$ cat config.mk
export PLATFORM = sky130hd
export DESIGN_NAME = bus_grant7_flat
export DESIGN_NICKNAME = d
export VERILOG_FILES = /design/src/rtl/bus_grant7_pkg.sv /design/src/rtl/bus_grant7_if.sv /design/src/rtl/bus_grant7_pick7.sv /design/src/rtl/bus_grant7.sv /design/src/flat_wrapper.sv
export SDC_FILE = /design/constraint.sdc
export NUM_CORES = 1
export LEC_CHECK = 0
export ABC_AREA = 1
export ABC_CLOCK_PERIOD_IN_PS = 4500
export CAP_MARGIN = 30
export CORE_ASPECT_RATIO = 1.4
export CORE_MARGIN = 2
export CORE_UTILIZATION = 50
export DETAILED_ROUTE_END_ITERATION = 6
export GPL_TIMING_DRIVEN = 0
export PLACE_DENSITY = 0.83
export SETUP_SLACK_MARGIN = 0.5
export SKIP_LAST_GASP = 1
export SYNTH_ARGS = -nofsm -noshare
export SYNTH_HDL_FRONTEND = slang
export SYNTH_SLANG_ARGS = --single-unit
$ cat constraint.sdc
create_clock -name c -period 4.5 [get_ports c]
set_input_delay 0.675 -clock c [delete_from_list [all_inputs] [get_ports c]]
set_output_delay 0.675 -clock c [all_outputs]
set_load 0.05 [all_outputs]
$ cat src/rtl/bus_grant7_pkg.sv
// Shared definitions for the bus_grant7 arbiter: FSM encoding, hold-limit default, counter width.
// Also hosts the rotate-index helper used by the request picker.
package bus_grant7_pkg;

  typedef enum logic [1:0] {
    IDLE  = 2'd0,
    GRANT = 2'd1,
    GAP   = 2'd2
  } state_t;

  localparam int LIMIT_DEF = 16;
  localparam int CNT_W     = 8;

  // Requester visited at search position step (1..7) when searching just after start.
  function automatic logic [2:0] rot_idx(input logic [2:0] start, input int step);
    return 3'(((int'(start) + step - 1) % 7) + 1);
  endfunction

endpackage

$ cat src/rtl/bus_grant7_if.sv
// Request/grant bundle between seven bus requesters (master) and the arbiter (slave).
// Grant-side signals are registered in the arbiter; requests and done are sampled on c.
interface bus_grant7_if;
  logic [7:1] a;
  logic       done;
  logic [7:1] g;
  logic [2:0] n;
  logic       busy;
  logic       to;

  modport master (output a, done, input g, n, busy, to);
  modport slave  (input a, done, output g, n, busy, to);
endinterface

$ cat src/rtl/bus_grant7_pick7.sv
// Combinational picker: first set bit of mask searching start+1..7 then 1..start; zero latency.
// No backpressure; an empty mask yields pick=0, num=0.
module pick7
  import bus_grant7_pkg::*;
(
  input  logic [7:1] mask,
  input  logic [2:0] start,
  output logic [7:1] pick,
  output logic [2:0] num
);

  logic       found;
  logic [2:0] idx;

  always_comb begin
    pick  = '0;
    num   = '0;
    found = 1'b0;
    idx   = '0;
    for (int i = 1; i <= 7; i++) begin
      idx = rot_idx(start, i);
      if (!found && mask[idx]) begin
        found     = 1'b1;
        pick[idx] = 1'b1;
        num       = idx;
      end
    end
  end

endmodule

$ cat src/rtl/bus_grant7.sv
// 7-way bus arbiter IDLE/GRANT/GAP, grant one cycle after request, hold capped at LIMIT cycles.
// No backpressure: owner keeps the bus until done, request drop or timeout; ROUND_ROBIN_EN selects rotating priority.
module bus_grant7
  import bus_grant7_pkg::*;
#(
  parameter int LIMIT = LIMIT_DEF
) (
  input  logic         c,
  input  logic         r,
  bus_grant7_if.slave  bus
);

  localparam logic [CNT_W-1:0] LIMIT_CNT = CNT_W'(LIMIT);
  localparam logic [CNT_W-1:0] CNT_MAX   = '1;

  state_t           state, state_nxt;
  logic [CNT_W-1:0] cnt, cnt_nxt, cnt_inc;
  logic [7:1]       g_q, g_nxt;
  logic [2:0]       n_q, n_nxt;
  logic             busy_q, busy_nxt;
  logic             to_q, to_nxt;
  logic [7:1]       pick;
  logic [2:0]       pick_num;
  logic [2:0]       rr_start;
  logic             owner_req;
  logic             hold_done;
  logic             grant_load;

  pick7 u_pick (
    .mask  (bus.a),
    .start (rr_start),
    .pick  (pick),
    .num   (pick_num)
  );

  assign grant_load = (state != GRANT) && (state_nxt == GRANT);

`ifdef ROUND_ROBIN_EN
  // Last granted requester; starting at 7 makes requester 1 first after reset.
  logic [2:0] ptr;

  always_ff @(posedge c) begin
    if (!r) begin
      ptr <= 3'd7;
    end else if (grant_load) begin
      ptr <= pick_num;
    end
  end

  assign rr_start = ptr;
`else
  assign rr_start = 3'd7;
`endif

  assign cnt_inc   = (cnt == CNT_MAX) ? cnt : cnt + CNT_W'(1);
  assign hold_done = (cnt_inc >= LIMIT_CNT);
  assign owner_req = |(bus.a & g_q);

  always_comb begin
    state_nxt = state;
    cnt_nxt   = cnt;
    g_nxt     = g_q;
    n_nxt     = n_q;
    busy_nxt  = busy_q;
    to_nxt    = 1'b0;
    case (state)
      IDLE, GAP: begin
        cnt_nxt = '0;
        if (|bus.a) begin
          state_nxt = GRANT;
          g_nxt     = pick;
          n_nxt     = pick_num;
          busy_nxt  = 1'b1;
        end else begin
          state_nxt = IDLE;
          g_nxt     = '0;
          n_nxt     = '0;
          busy_nxt  = 1'b0;
        end
      end
      GRANT: begin
        if (bus.done || !owner_req || hold_done) begin
          state_nxt = GAP;
          g_nxt     = '0;
          n_nxt     = '0;
          busy_nxt  = 1'b0;
          cnt_nxt   = '0;
          // Flag a timeout only when the owner would otherwise have kept the bus.
          to_nxt    = hold_done && !bus.done && owner_req;
        end else begin
          cnt_nxt = cnt_inc;
        end
      end
      default: begin
        state_nxt = IDLE;
        cnt_nxt   = '0;
        g_nxt     = '0;
        n_nxt     = '0;
        busy_nxt  = 1'b0;
      end
    endcase
  end

  always_ff @(posedge c) begin
    if (!r) begin
      state  <= IDLE;
      cnt    <= '0;
      g_q    <= '0;
      n_q    <= '0;
      busy_q <= 1'b0;
      to_q   <= 1'b0;
    end else begin
      state  <= state_nxt;
      cnt    <= cnt_nxt;
      g_q    <= g_nxt;
      n_q    <= n_nxt;
      busy_q <= busy_nxt;
      to_q   <= to_nxt;
    end
  end

  assign bus.g    = g_q;
  assign bus.n    = n_q;
  assign bus.busy = busy_q;
  assign bus.to   = to_q;

endmodule

$ cat src/flat_wrapper.sv
// flat-port wrapper written by rule: the top's interface ports become plain ports
module bus_grant7_flat import bus_grant7_pkg::*;
#(
  parameter int LIMIT = LIMIT_DEF
)
  (c, r, bus_a, bus_done, bus_g, bus_n, bus_busy, bus_to);
  bus_grant7_if bus_i ();
  input  logic c;
  input  logic r;
  input wire logic [$bits(bus_i.a)-1:0] bus_a;
  input wire logic [$bits(bus_i.done)-1:0] bus_done;
  output wire logic [$bits(bus_i.g)-1:0] bus_g;
  output wire logic [$bits(bus_i.n)-1:0] bus_n;
  output wire logic [$bits(bus_i.busy)-1:0] bus_busy;
  output wire logic [$bits(bus_i.to)-1:0] bus_to;
  assign bus_i.a = bus_a;
  assign bus_i.done = bus_done;
  assign bus_g = bus_i.g;
  assign bus_n = bus_i.n;
  assign bus_busy = bus_i.busy;
  assign bus_to = bus_i.to;
  bus_grant7 #(.LIMIT(LIMIT)) u_core (.c(c), .r(r), .bus(bus_i));
endmodule
## Yosys cells after proc, flatten, opt, wreduce, memory -nomap -nowiden

Cells that the tools add are included.
W data, S select, Z words.

| word-level totals | value |
|---|---|
| bits in registers | 22 |
| bits of input ports | 10 |
| word-level logic and storage cells | 72 |

| operators by class | value |
|---|---|
| add/subtract/negate cells | 1 |
| magnitude comparators | 1 |
| equality and inequality tests | 4 |
| multiplexer cells | 33 |
| bitwise logic cells | 3 |
| reduce and logical (&&, ||, !) cells | 24 |

Operators with widths:

| cell | number |
|---|---|
| $mux W3 | 8 |
| $mux W7 | 3 |
| $pmux W7 S2 | 1 |
| $reduce_or A7 Y1 | 2 |
| $mux W1 | 11 |
| $add A8 B1 Y8 const B | 1 |
| $eq A8 B8 Y1 const B | 1 |
| $ge A8 B5 Y1 const B | 1 |
| $logic_and A1 B1 Y1 | 8 |
| $logic_not A1 Y1 | 8 |
| $mux W8 | 1 |
| $and A7 B7 Y7 | 1 |
| $mux W2 | 3 |
| $mux W6 | 1 |
| $pmux W3 S2 | 1 |
| $mux W5 | 1 |
| $mux W4 | 1 |
| $pmux W2 S2 | 1 |
| $reduce_and A3 Y1 | 1 |
| $reduce_or A3 Y1 | 1 |
| $eq A2 B1 Y1 const B | 1 |
| $eq A2 B2 Y1 const B | 1 |
| $logic_not A2 Y1 | 1 |
| $logic_or A1 B1 Y1 | 2 |
| other kinds (4) | 5 |

## Longest topological paths before layout

Gate-level depths: netlist of the first run.

| depth | value |
|---|---|
| depth in word-level cells | 21 |
| depth in mapped cells | 10 |
| gate-level depth less buffers | 10 |

## Cells and area by module

Synthesis of the first run repeated with hierarchy kept, for this count alone.

| unflattened totals | value |
|---|---|
| cells, all modules | 690 |
| area, all modules | 3916.3 µm² |

Modules (own cells, without submodules):

| module | instances | cells each | area each (µm²) | sequential area each (µm²) |
|---|---|---|---|---|
| pick7 | 1 | 510 | 2708.8 | 0.0 |
| bus_grant7 | 1 | 180 | 1207.4 | 440.4 |

## Worst setup path after synthesis of the first run

Ideal clock, no wire load.

| timing | value |
|---|---|
| kind | input-to-reg |
| from | in bus_a[0] |
| to | reg u_core.n_q[0] (netlist: u_core.bus.n[0]) |
| setup time | 0.116 ns |
| arrival time | 1.434 ns |
| path slack | 2.950 ns |
| stages | 8 |
| buffers on the path | 0 |
| cell sequence | inv_1 -> nand3_1 -> nor2_1 -> nand2_1 -> nor3_2 -> nor2_1 -> nand2_1 -> nand2_1 |

| on the way | value |
|---|---|
| cells in the longest elaborated chain, start to end | 21 |
| elaborated cells on any way between the ends | 34 |
| those cells by class | eq/ne (1); mux (15); bitwise (1); reduce/logical (17) |

Ends and longest elaborated chain:

| what | RTL line | source |
|---|---|---|
| from (decl) | flat_wrapper.sv:10 | `input wire logic [$bits(bus_i.a)-1:0] bus_a;` |
| $mux W1 | bus_grant7_pick7.sv:22 | `if (!found && mask[idx]) begin` |
| $logic_not A1 Y1 | bus_grant7_pick7.sv:22 |  |
| $logic_and A1 B1 Y1 | bus_grant7_pick7.sv:22 |  |
| $mux W1 | bus_grant7_pick7.sv:22 |  |
| $logic_not A1 Y1 | bus_grant7_pick7.sv:22 |  |
| $logic_and A1 B1 Y1 | bus_grant7_pick7.sv:22 |  |
| $mux W1 | bus_grant7_pick7.sv:22 |  |
| $logic_not A1 Y1 | bus_grant7_pick7.sv:22 |  |
| (+5 left out) | n/a |  |
| $logic_not A1 Y1 | bus_grant7_pick7.sv:22 |  |
| $logic_and A1 B1 Y1 | bus_grant7_pick7.sv:22 |  |
| $mux W1 | bus_grant7_pick7.sv:22 |  |
| $logic_not A1 Y1 | bus_grant7_pick7.sv:22 |  |
| $logic_and A1 B1 Y1 | bus_grant7_pick7.sv:22 |  |
| $mux W3 | bus_grant7_pick7.sv:22 |  |
| $mux W3 | bus_grant7.sv:69 | `if (\|bus.a) begin` |
| $pmux W3 S2 | bus_grant7.sv:66 | `case (state)` |
| to (signal assigned) | bus_grant7.sv:116 | `n_q <= n_nxt;` |
| to (decl) | bus_grant7.sv:19 | `logic [2:0] n_q, n_nxt;` |

Parallel ways exist; a longest one is shown, timed or not.
A chain may end at the register's enable or synchronous reset.

## Worst setup path after layout of the first run

| timing | value |
|---|---|
| from | reg u_core.g_q (netlist bit u_core.bus.g[4]) |
| to | out bus_g[3] |

RTL lines:

| what | RTL line | source |
|---|---|---|
| from (decl) | bus_grant7.sv:18 | `logic [7:1] g_q, g_nxt;` |
| from (signal assigned) | bus_grant7.sv:115 | `g_q <= g_nxt;` |
| to (decl) | flat_wrapper.sv:12 | `output wire logic [$bits(bus_i.g)-1:0] bus_g;` |

No word-level cell between the ends.

==> impl_metrics.yaml, run 1 <==
run_status:
  status: "finished clean"
synth:
  synthFlopType: "dfxtp_1"
  netlist_area_mm2: 0.001077
  synth_xor_area_share_pct: 1.626
  synth_cell_types: 24
  synth_most_common_cell: "nand2_1"
  yosysSeqAreaShare_pct: 39.02
  yosys-top-cells-count: "46 x nand2_1, 23 x inv_1, 21 x dfxtp_1, 14 x nor2_1, 13 x nand4_1"
  syn_avg_cell_area_um2: 6.995
  synth_compound_area_share_pct: 4.530
  syn-instance-count: 154
  synth.area.top_cells: "dfxtp_1 39%, nand2_1 16%, inv_1 8.0%"
  synth_edf_count: 0
  synth-simple-area-share_pct: 42.51
  yosys_warnings: 0
  synth_top_family_by_area: "simple AND/OR/NAND/NOR gates"
  ys_ff_latch: 21
  async_flop_share_pct: 0
  netlist.area_leader.share_pct: 39.02
  synthAdderAreaFrac_pct: 1.161
  synth.area.mux_share_pct: 0
  synth_area_leader_cell: "dfxtp_1"
die:
  die_area_mm2: 0.002547
  die_w_um: 43.23
  die_y_um: 58.92
  core_area_mm2: 0.001997
  initial_utilization_pct: 53.95
  std_cell_rows: 19
  pin_count: 22
setup_path:
  slowest_stage: "clkdlybuf4s50_1"
  path_delay_family: "buffers and inverters"
  crit_type: "reg -> out"
  path_cells: "clkdlybuf4s50_1"
  rr_startpoint: "u_core.cnt[0]"
  crit_buf_inv: 1
  crit_start: "u_core.bus.g[4]"
  max_stage_delay_ps: 820
  cp_max_fo: 3
  end_kind: "output port"
  critPathLaunchType: "flop"
  critical_path_arrival_ps: 1500
  required_ps: 3830
power_and_ir_drop:
  p_per_area_mw_per_mm2: 248.6
  pwr-share-clk_pct: 25.5
  power.switching_mw: 0.08858
  leakage_nw: 0.6733
  comb_power_share_pct: 16.2
  seqPwrFrac_pct: 58.3
  switching_share_pct: 26.37
  power.internal_mw: 0.2473
  p_total_mw: 0.3359
  vdd_drop_max_mv: 0.2045
global_route:
  antenna_found_initial: 0
  grt_start_max_net_pins: 12
  overflow: 0
  grt_pass1_vias: 1004
  track_usage_pct: 19.66
  grt_pass1_wl_mm: 3.836
drt:
  vias: 1042
  wirelength_mm: 2.255
  post-route-drc-count: 0
  drtIter0Drc: 22
  wl_per_cell_um: 11.11
  drt_pre_antenna_iters: 4
  vias_per_cell: 5.133
  drt.antenna.violating_nets: 0
clock_network:
  cts_hold_buf: 0
  cts_num_sinks: 21
  clkLatencyLatePin_ps: 290
  cts-resized-gates: 0
  clock_path_buffers: 2
  post-cts-setup-buffers: 0
  cts_root_buf: "clkbuf_4"
  cts_tree: "built"
  path_clk_slew_ps: 110
  ctsHtreeMaxLevel: 1
  numCtsBuffers: 3
final_layout:
  syn2layout_area_growth_pct: 25.44
  fin_nets: 194
  fill_cells: 198
  n_antenna_cell: 0
  ff_latch_area_um2: 420.4
  finalInstanceArea_mm2: 0.001351
  multi_input_comb_area_um2: 551.8
  drive_gt1_share_pct: 9.341
placed_design:
  pre_cts_slack_ps: 2214
  dp_hpwl_mm: 1.825
  globalplace.congestion: 0.8506
  place_area_mm2: 0.001325
  port_buffers: 21
run:
  cap_violations: 0
timing:
  post-route-period-util_pct: 48.43
  setup-violations-final: 0
  rsz0062_at_grt: "false"
  fin_skew_ps: 5.334
  slew-limit-headroom_pct: 65.83
  hold_violations: 0
  final_max_slew_viol_count: 0
  tightest_slew_ps: 510.9
  period_needed_ps: 2179
  fmax_ghz: 0.4588
  setup_tns_ps: 0
  worst_slack_ps: 2321
  whs_ps: 484.2
min_path:
  hold_path_class: "reg -> reg"
  hp-start: "u_core.bus.n[0]"
[power by group through the flow]
stage | combinational, mW | clock (mW) | sequential (mW)
finish | 0.0545 | 0.0855 | 0.196
CTS | 0.0546 | 0.0880 | 0.196
global placement | 0.0531 | 0 | 0.200
floorplan | 0.0209 | 0 | 0.211
global route | 0.0592 | 0.0946 | 0.197
detailed placement | 0.0543 | 0 | 0.200
[area by class of cell]
| type | count | area share [%] |
|---|---|---|
| timing repair buffer | 21 | 15.56 |
| buffer | 3 | 2.222 |
| sequential | 21 | 31.11 |
| clock buffer | 4 | 1.944 |
| inverter | 23 | 6.389 |
| tap | 21 | 1.944 |
| multi-input combinational | 110 | 40.83 |
[final timing paths]
kind                                         to  depth (start not counted)  slack, ps
worst max-delay path                   bus_g[3]                          1       2320
worst min-delay path            u_core.bus.n[0]                          2        480
worst max register to register  u_core.bus.g[4]                         10       2910
worst min register to register  u_core.bus.n[0]                          2        480
[worst reg2reg max path, cell delays in order, from the launching register on]
cell and delay, ps:
dfxtp_1 410, ha_1 220, nand2_2 90, nor2_4 110, nand2_1 90, nand2_1 90
o21ai_2 70, nor2_4 160, buf_6 160, nand4_1 80, nand2_1 70
[cell usage in the layout (no fill, tap or decap), drive strengths merged]
cell,instances
nand2,48
clkdlybuf4s50,21
nand3b,1
dfxtp,21
buf,3
nand4,13
a21oi,2
conb,4
inv,23
a21boi,1
nand3,12
nor3,2
o21ai,4
nor2,19
o21bai,1
ha,1
xor2,2
clkbuf,4
[kinds of logic after synthesis]
logic type | Yosys count
AO/OA/AOI/OAI | 8
adder cells (fa/ha/maj) | 1
flip-flops | 21
XOR/XNOR | 2
buffers and inverters | 26
AND/OR/NAND/NOR | 95
other | 1
[sequential cells by signal, indices dropped and copies added (netlist names)]
register         cells
u_core.state         1
u_core.bus.g         7
u_core.bus.to        1
u_core.bus.n         3
u_core.cnt           8
u_core.bus.busy      1
[metal layers]
layer | GRT usage, % | part of all wire [%] | vias up
met2 | 38.38 | 55 | 18
met1 | 20.35 | 40 | 478
met4 | 7.792 | 1.4 | 0
met5 | 0 | 0 | -
met3 | 2.761 | 3.4 | 4
li1 | - | - | 542
[metrics by stage]
stage,cells,utilization [%]
after CTS,203,67.67
after detailed placement,199,66.35
after global placement,199,66.35
after floorplan,157,-
after global routing,203,67.67
final,203,67.67
(Power assumes the default switching activity.)
==> inputs of run 2 (changes only) <==
ABC_CLOCK_PERIOD_IN_PS = 2140   (was 4500)
CORE_UTILIZATION = 49   (was 50)
PLACE_DENSITY = 0.82   (was 0.83)
clock period = 2.14 ns   (was 4.5 ns; I/O delays follow)
==> impl_metrics.yaml, run 2 (same netlist as run 1, synthesis figures left out) <==
run:
  cap_violations: 0
die:
  die_w_um: 43.63
  pin_count: 22
  initial_utilization_pct: 50.65
  die_y_um: 59.48
  core_area_mm2: 0.002127
  die_area_mm2: 0.002595
  std_cell_rows: 20
clock_network:
  cts_root_buf: "clkbuf_4"
  cts_num_sinks: 21
  ctsHtreeMaxLevel: 1
  cts_tree: "built"
  path_clk_slew_ps: 110
  clock_path_buffers: 2
  numCtsBuffers: 3
  cts_hold_buf: 0
  post-cts-setup-buffers: 0
  clkLatencyLatePin_ps: 310
drt:
  drtIter0Drc: 22
  drt.antenna.violating_nets: 0
  wl_per_cell_um: 11.74
  wl_met1_um: 920
  wl_met2_mm: 1.352
  vias_per_cell: 5.141
  post-route-drc-count: 0
  vias: 1054
  top_layer: "met4"
  wirelength_mm: 2.407
  route.met3.wl_um: 75
  drt_pre_antenna_iters: 4
final_layout:
  syn2layout_area_growth_pct: 28.69
  fin_util_pct: 65.18
  largest_reg_flops: 8
  final_common_cell: "nand2_1"
  fill_cells: 200
  fin_nets: 195
  instances_no_fill: 205
  finalInstanceArea_mm2: 0.001386
  drive_gt1_share_pct: 12.57
  largest-register: "u_core.cnt"
  layout_common_cells: "45 x nand2_1, 23 x inv_1, 19 x dfxtp_1"
  n_antenna_cell: 0
placed_design:
  pre_cts_slack_ps: 215.3
  placed_cells: 200
  dp_hpwl_mm: 1.812
  port_buffers: 21
  place_area_mm2: 0.001326
  globalplace.congestion: 0.8529
power_and_ir_drop:
  power.switching_mw: 0.1985
  power.internal_mw: 0.5168
  seqPwrFrac_pct: 57.4
  p_per_area_mw_per_mm2: 515.9
  switching_share_pct: 27.75
  pwr-share-clk_pct: 26.4
  comb_power_share_pct: 16.2
  leakage_nw: 0.7454
  vdd_drop_max_mv: 0.2907
setup_path:
  max_stage_delay_ps: 550
  slowest_stage: "dlygate4sd2_1"
  r2r_slack_ps: 660
  cp_max_fo: 3
  critical_path_arrival_ps: 1240
  critPathLaunchType: "flop"
  required_ps: 1820
  end_kind: "output port"
  path_cells: "dlygate4sd2_1"
  crit_type: "reg -> out"
  crit_buf_inv: 1
  path_delay_family: "buffers and inverters"
timing:
  post-route-period-util_pct: 73.07
  worst_slack_ps: 576.4
  fin_skew_ps: 5.868
  rsz0062_at_grt: "false"
  fmax_ghz: 0.6395
  setup-violations-final: 0
  final_max_slew_viol_count: 0
  hold_violations: 0
  setup_tns_ps: 0
  period_needed_ps: 1564
min_path:
  hold_path_class: "reg -> reg"
global_route:
  track_usage_pct: 20.56
  grt_pass1_vias: 1019
  overflow: 0
  grt_pass1_wl_mm: 3.995
  antenna_found_initial: 0
  grt_start_max_net_pins: 12
run_status:
  status: "finished clean"
-- run 2: cell types whose count changed in the layout (fill, tap and decap cells not counted), sizes merged --
cell,delta
dlygate4sd2,+12
clkdlybuf4s50,-12
buf,+1
-- run 2: through the flow --
step | power, mW | hold slack [ps]
after floorplan | 0.4873 | 431.9
after CTS | 0.7089 | 489.4
after detailed placement | 0.5346 | 466.9
final | 0.7152 | 483.7
after global routing | 0.7496 | 523.0
after global placement | 0.5319 | 464.4
-- run 2: worst paths after layout --
kind / end / depth (start not counted) / startpoint
setup / recovery: bus_busy / 1 / u_core.bus.busy
hold reg to reg: u_core.bus.n[2] / 2 / u_core.bus.n[2]
setup reg to reg: u_core.bus.n[1] / 10 / u_core.cnt[1]
hold / removal: u_core.bus.n[2] / 2 / u_core.bus.n[2]
-- run 2: cell type report --
cell class | instances | area (um2) | share of cell area, %
well taps | 22 | 27.53 | 1.986
repair buffers | 22 | 206.4 | 14.89
clock buffers | 4 | 26.28 | 1.895
multi-input cells | 110 | 584.3 | 42.15
inverters | 23 | 86.33 | 6.227
plain buffers | 3 | 30.03 | 2.166
flip-flops and latches | 21 | 425.4 | 30.69
-- run 2: tightest hold or removal path, stage by stage (launching register included) --
cell and delay, ps:
dfxtp_1 330, nand4_1 80, nand2_1 40
-- run 2: repair_timing --
item                       in CTS  in global routing
resized for setup              12                 12
pin swaps                       0                  2
setup endpoints to repair      12                 16
cloned                          0                  1
-- run 2: power groups by stage --
stage          Clock, mW  Sequential, mW  Combinational (mW)
3_3_place_gp           0           0.420               0.112
3_5_place_dp           0           0.421               0.114
6_report           0.189           0.410               0.116
5_1_grt            0.212           0.412               0.126
2_1_floorplan          0           0.443              0.0439
4_1_cts            0.187           0.411               0.111
-- run 2: metal layers --
metal  up-vias  global-route usage (%)
met2        23                   38.45
met1       481                   20.38
met5         -                       0
li1        543                       -
met3         7                   3.659
met4         0                   12.12
